`config.mk`:
```
export PLATFORM = sky130hd
export DESIGN_NAME = bit_serializer
export DESIGN_NICKNAME = d
export VERILOG_FILES = /design/src/rtl/bit_serializer.sv
export SDC_FILE = /design/constraint.sdc
export NUM_CORES = 1
export LEC_CHECK = 0
export CAP_MARGIN = 20
export CORE_AREA = 2 2 66 62
export CTS_CLUSTER_DIAMETER = 60
export DETAILED_ROUTE_END_ITERATION = 10
export DIE_AREA = 0 0 68 64
export GPL_TIMING_DRIVEN = 0
export PLACE_DENSITY_LB_ADDON = 0.1
export REMOVE_ABC_BUFFERS = 1
export SLEW_MARGIN = 15
export SYNTH_ARGS = -nofsm -noshare
export SYNTH_HDL_FRONTEND = slang
export SYNTH_SLANG_ARGS = --single-unit
```
`constraint.sdc`:
```
create_clock -name clk -period 2 [get_ports clk]
set_input_delay 0.4 -clock clk [delete_from_list [all_inputs] [get_ports clk]]
set_output_delay 0.4 -clock clk [all_outputs]
set_load 0.02 [all_outputs]
```
`src/rtl/bit_serializer.sv`:
```
// bit_serializer: LSB-first parallel-to-serial converter with a one-word hold buffer.
// Define SER_PARITY_EN to append one even-parity bit after every word.
module bit_serializer #(
  parameter int WIDTH = 16
) (
  input  logic             clk,
  input  logic             rst,
  input  logic [WIDTH-1:0] din,
  input  logic             din_valid,
  output logic             din_ready,
  output logic             ser_out,
  output logic             ser_valid,
  output logic             ser_last,
  output logic             busy
);
  localparam int CW = $clog2(WIDTH);
`ifdef SER_PARITY_EN
  typedef enum logic [1:0] {IDLE, SHIFT, PARITY} state_t;
`else
  typedef enum logic {IDLE, SHIFT} state_t;
`endif
  state_t           r_state;
  logic [CW-1:0]    r_cnt;
  logic [WIDTH-1:0] r_shift;
  logic [WIDTH-1:0] r_hold;
  logic             r_hold_full;
  logic             w_accept;
  logic             w_data_end;
  logic             w_last;
  logic [WIDTH-1:0] w_next;
  assign din_ready  = !r_hold_full && !rst;
  assign w_accept   = din_valid && din_ready;
  assign w_data_end = r_state == SHIFT && r_cnt == CW'(WIDTH-1);
  assign w_next     = r_hold_full ? r_hold : din;
  assign ser_valid  = r_state != IDLE;
  assign busy       = ser_valid || r_hold_full;
  assign ser_last   = w_last;
`ifdef SER_PARITY_EN
  logic r_par;
  assign w_last  = r_state == PARITY;
  assign ser_out = w_last ? r_par : (r_state == SHIFT) && r_shift[0];
`else
  assign w_last  = w_data_end;
  assign ser_out = ser_valid && r_shift[0];
`endif
  // Word boundaries (idle or terminal edge) pick the next word: held word first, else a bypassed offer.
  always_ff @(posedge clk) begin
    if (rst) begin
      r_state     <= IDLE;
      r_cnt       <= '0;
      r_shift     <= '0;
      r_hold      <= '0;
      r_hold_full <= 1'b0;
`ifdef SER_PARITY_EN
      r_par       <= 1'b0;
`endif
    end else if (r_state == IDLE || w_last) begin
      r_cnt       <= '0;
      r_hold_full <= 1'b0;
      if (r_hold_full || w_accept) begin
        r_state <= SHIFT;
        r_shift <= w_next;
`ifdef SER_PARITY_EN
        r_par   <= ^w_next;
`endif
      end else
        r_state <= IDLE;
    end else begin
      if (w_accept) begin
        r_hold      <= din;
        r_hold_full <= 1'b1;
      end
`ifdef SER_PARITY_EN
      if (w_data_end)
        r_state <= PARITY;
      else
`endif
      begin
        r_shift <= r_shift >> 1;
        r_cnt   <= r_cnt + 1'b1;
      end
    end
  end
endmodule

```
### Word-level counts from Yosys, hierarchy flattened

Cells that the tools add are included.

* flip-flop bits (word level): 38
* output and inout bits: 5

* add/subtract/negate cells: 1
* equal/unequal tests: 2
* multiplexer cells: 4
* bitwise operators: 2
* reductions and logical operators: 12

Operator list (number)
* 15-bit 2-to-1 mux: 2
* 16-bit 2-to-1 mux: 1
* 4-bit by 1-bit adder with 4-bit output, second input constant: 1
* 4-bit equality test, second input constant: 1
* 1-bit logical AND: 4
* 2-bit OR reduction: 2
* 1-bit logical OR: 3
* 1-bit zero test: 2
* 2-bit by 1-bit inequality test with 1-bit output, second input constant: 1
* 1-bit inverter: 2
* 2-bit AND reduction: 1
* 1-bit 2-to-1 mux: 1

### Depth between registers and ports, before layout

* depth in word-level cells: 6
* gate-level depth with buffers: 6

### Worst setup path after synthesis

OpenSTA, ideal clock, no wires.

* kind: reg-to-output
* start point: reg r_cnt[0]
* end point: out ser_last
* data arrival time: 1.223 ns
* setup slack: 0.377 ns
* cell stages (with the launch flop): 6
* path buffers: 2
* cell sequence: dfxtp_1 -> ha_1 -> and3_1 -> buf_2 -> clkbuf_2 -> and2_1

* cells in the longest elaborated chain, start to end: 2

RTL lines
* from (decl): line 23 `logic [CW-1:0] r_cnt;`
* from (signal assigned): line 80 `r_cnt <= r_cnt + 1'b1;`
* 4-bit equality test: line 33 `assign w_data_end = r_state == SHIFT && r_cnt == CW'(WIDTH-1);`
* 1-bit logical AND: line 33
* to (decl): line 13 `output logic ser_last,`

No other way between the ends.

### Worst setup path after layout

* start point: reg r_hold_full
* end point: out busy

* cells in the longest elaborated chain, start to end: 1

RTL lines
* from (decl): line 26 `logic r_hold_full;`
* from (signal assigned): line 53 `r_hold_full <= 1'b0;`
* from (signal assigned): line 59 `r_hold_full <= 1'b0;`
* from (signal assigned): line 71 `r_hold_full <= 1'b1;`
* 1-bit logical OR: line 36 `assign busy = ser_valid || r_hold_full;`
* to (decl): line 14 `output logic busy`

No other way between the ends.

==> flow_summary.yaml <==
synth:
  synth.top_cells.by_area: "dfxtp_1 39%, a221o_1 7.7%, and3b_1 6.7%"
  synth_top_area_cell: "dfxtp_1"
  synth.most_common_cell: "dfxtp_1"
  async_flop_share: 0
  synth_common_cells: "38 x dfxtp_1, 30 x inv_1, 18 x a21oi_1, 17 x nand3_1, 16 x o21ai_0"
  synth-edff-count: 0
  synth_top_area_frac: 0.390
  synthesis.area_um2: 1950
  avgSynthCellArea_um2: 8.59
  ys_seq_elements: 38
  ys_types: 31
  synthCells: 227
  ys_dominant_reg_cell: "dfxtp_1"
  ys_seq_area_frac: 0.390
  yosysWarningCount: 0
finish:
  n_antenna_cell: 0
  syn_to_final_growth_pct: 16.0
  n_fill_cell: 297
  drive_above_1_share: 0.0944
  nets: 254
timing:
  hold_violations: 0
  tightest_slew_ns: 0.723
  rsz0062_at_grt: "false"
  max_freq_mhz: 523
  min_period_over_period: 0.955
  relSlewSlack: 0.518
  slew_viol_final: 0
  skew_ns: 0.00523
  setup_viol: 0
  fin_crit_ns: 1.91
  finalSetupTns_ns: 0
global_route:
  grt_pass1_wl_mm: 7.96
  grt_max_degree: 54
  grt_usage: 0.245
  first_global_vias: 1694
  grt-ovfl-total: 0
  antenna_found_initial: 0
clock_tree:
  tritoncts: "yes"
  clk_pin_slew_ns: 0.07
  cts_buffers: 5
  clock_sinks: 38
  clockBufferDepth: 2
  root_buffer: "clkbuf_8"
  clkLatencyLatePin_ns: 0.29
  h-tree-depth: 2
floorplan:
  pin_count: 24
  rows: 21
  die_area_um2: 4350
  initial_core_util: 0.538
  die_w_um: 68
  core_area_um2: 3630
  die_h_um: 64
place:
  place.gp.congestion: 0.738
  dp_hpwl_mm: 2.75
  portBuffers: 23
worst_hold_path:
  hold_path_class: "reg2reg"
worst_setup_path:
  crit_chain: "buf_16, or2_2, dlygate4sd2_1"
  worstPathMaxFanout: 26
  cp_data_arrival_time_ns: 1.51
  cp_data_required_time_ns: 1.60
  cp-start-kind: "flop"
  critical_path_class: "reg2out"
  max_stage_delay_ns: 0.41
  end_kind: "primary output"
  slowest_stage: "dfxtp_2"
detailed_routing:
  ant_nets: 0
  wl_per_cell_um: 17.3
  wl_mm: 4.84
  route.top_layer_used: "met4"
  drc_errors: 0
  drt_pass1_iterations: 4
  met2_length_mm: 2.29
  drt_iter0_drc: 129
  vias: 1744
  met3_length_um: 298
  wl_met1_mm: 2.19
  vias_per_cell: 6.25
pwr:
  power_w: 0.00158
  vdd_drop_max_v: 0.000381
  total_leakage_power_nw: 0.795
  power_density_nw_per_um2: 700
job:
  drv_cap: 0
run_status:
  outcome: "finished, final reports clean"
## timing repair
action                     in CTS  in global routing
setup endpoints to repair      42                 21
setup buffers                   1                  0
hold buffers                    0                  0
cloned                          0                  0
gates resized for setup        14                  4
pin swaps                       1                  0
## registers in the layout, indices dropped and copies added, names as in the netlist
signal / flops
r_hold_full: 1
r_cnt: 4
r_shift: 16
r_hold: 16
ser_valid: 1
## stage by stage
step | hold WS, ns | worst slack, ns | utilization | area, um2 | cells
after floorplan | 0.428 | 0.329 | - | 1820 | 201
after global placement | 0.442 | -1.71 | 0.581 | 2110 | 270
after detailed placement | 0.459 | -0.652 | 0.592 | 2150 | 272
after CTS | 0.468 | 0.0156 | 0.622 | 2260 | 279
after global routing | 0.499 | 0.0338 | 0.624 | 2260 | 279
final | 0.469 | 0.0894 | 0.624 | 2260 | 279
## per-layer routing
| metal | track usage | vias up |
|---|---|---|
| met4 | 0.0750 | 0 |
| met2 | 0.411 | 48 |
| met5 | 0 | - |
| met1 | 0.300 | 841 |
| li1 | - | 849 |
| met3 | 0.0687 | 6 |
## where the power goes
part           internal (W)  switching, W  total, W
clock network      0.000266      0.000259  0.000525
logic              0.000118      0.000115  0.000233
registers          0.000793     0.0000340  0.000827
total               0.00118      0.000408   0.00158
## worst paths after layout
path	start	to	slack, ns	depth (start not counted)
setup / recovery	r_hold_full	busy	0.09	3
hold / removal	r_cnt[0]	r_cnt[0]	0.47	1
setup reg to reg	r_cnt[0]	r_shift[5]	0.36	4
hold reg to reg	r_cnt[0]	r_cnt[0]	0.47	1
## critical path, delay by kind of cell (launching register included)
family / cells / cell delay [ns]
simple gates: 1 / 0.29
buf+inv: 2 / 0.52
flops: 1 / 0.41
## cell families (layout without fill, tap and decap cells)
group | after synthesis | in the layout | share of synthesized area
AOI/OAI and AO/OA | 80 | 80 | 0.294
xor gates and xnor gates | 2 | 2 | 0.00898
adders and majority gates | 1 | 1 | 0.00641
buffers and inverters | 56 | 62 | 0.126
DFF | 38 | 38 | 0.390
muxes | 1 | 1 | 0.00577
and+or+nand+nor | 49 | 49 | 0.169
## cell usage in the layout, fill, tap and decap left out
cell type	netlist	routed
nor3b_1	2	2
o21ai_0	16	16
nor3_1	3	3
a21oi_1	18	18
nor2_1	2	2
nand3_1	17	17
or2_2	1	1
buf_2	9	1
buf_16	0	1
dfxtp_4	0	1
xor2_1	1	1
nand2b_2	0	1
dfxtp_1	38	36
clkdlybuf4s50_1	0	17
xnor2_1	1	1
clkbuf_8	0	6
mux2_2	1	1
o32ai_1	15	15
dfxtp_2	0	1
nand2b_1	2	1
clkbuf_2	1	1
nand4bb_2	0	1
a211oi_1	15	15
inv_1	30	30
dlygate4sd2_1	0	4
and3_4	0	1
o211a_1	1	1
buf_4	2	1
a221o_1	15	15
nand3_4	0	1
nand2_4	0	1
and4bb_2	1	1
buf_12	0	1
and2_1	2	2
ha_2	0	1
and3b_1	15	15
## final cells by class
| type | instances | area (um2) | area share |
|---|---|---|---|
| multi-input combinational | 133 | 975 | 0.431 |
| sequential | 38 | 766 | 0.338 |
| tap | 46 | 57.6 | 0.0254 |
| inverter | 30 | 113 | 0.0498 |
| clock buffer | 6 | 82.6 | 0.0365 |
| timing repair buffer | 26 | 270 | 0.119 |
Note: power is estimated with default switching activity, not from simulation.
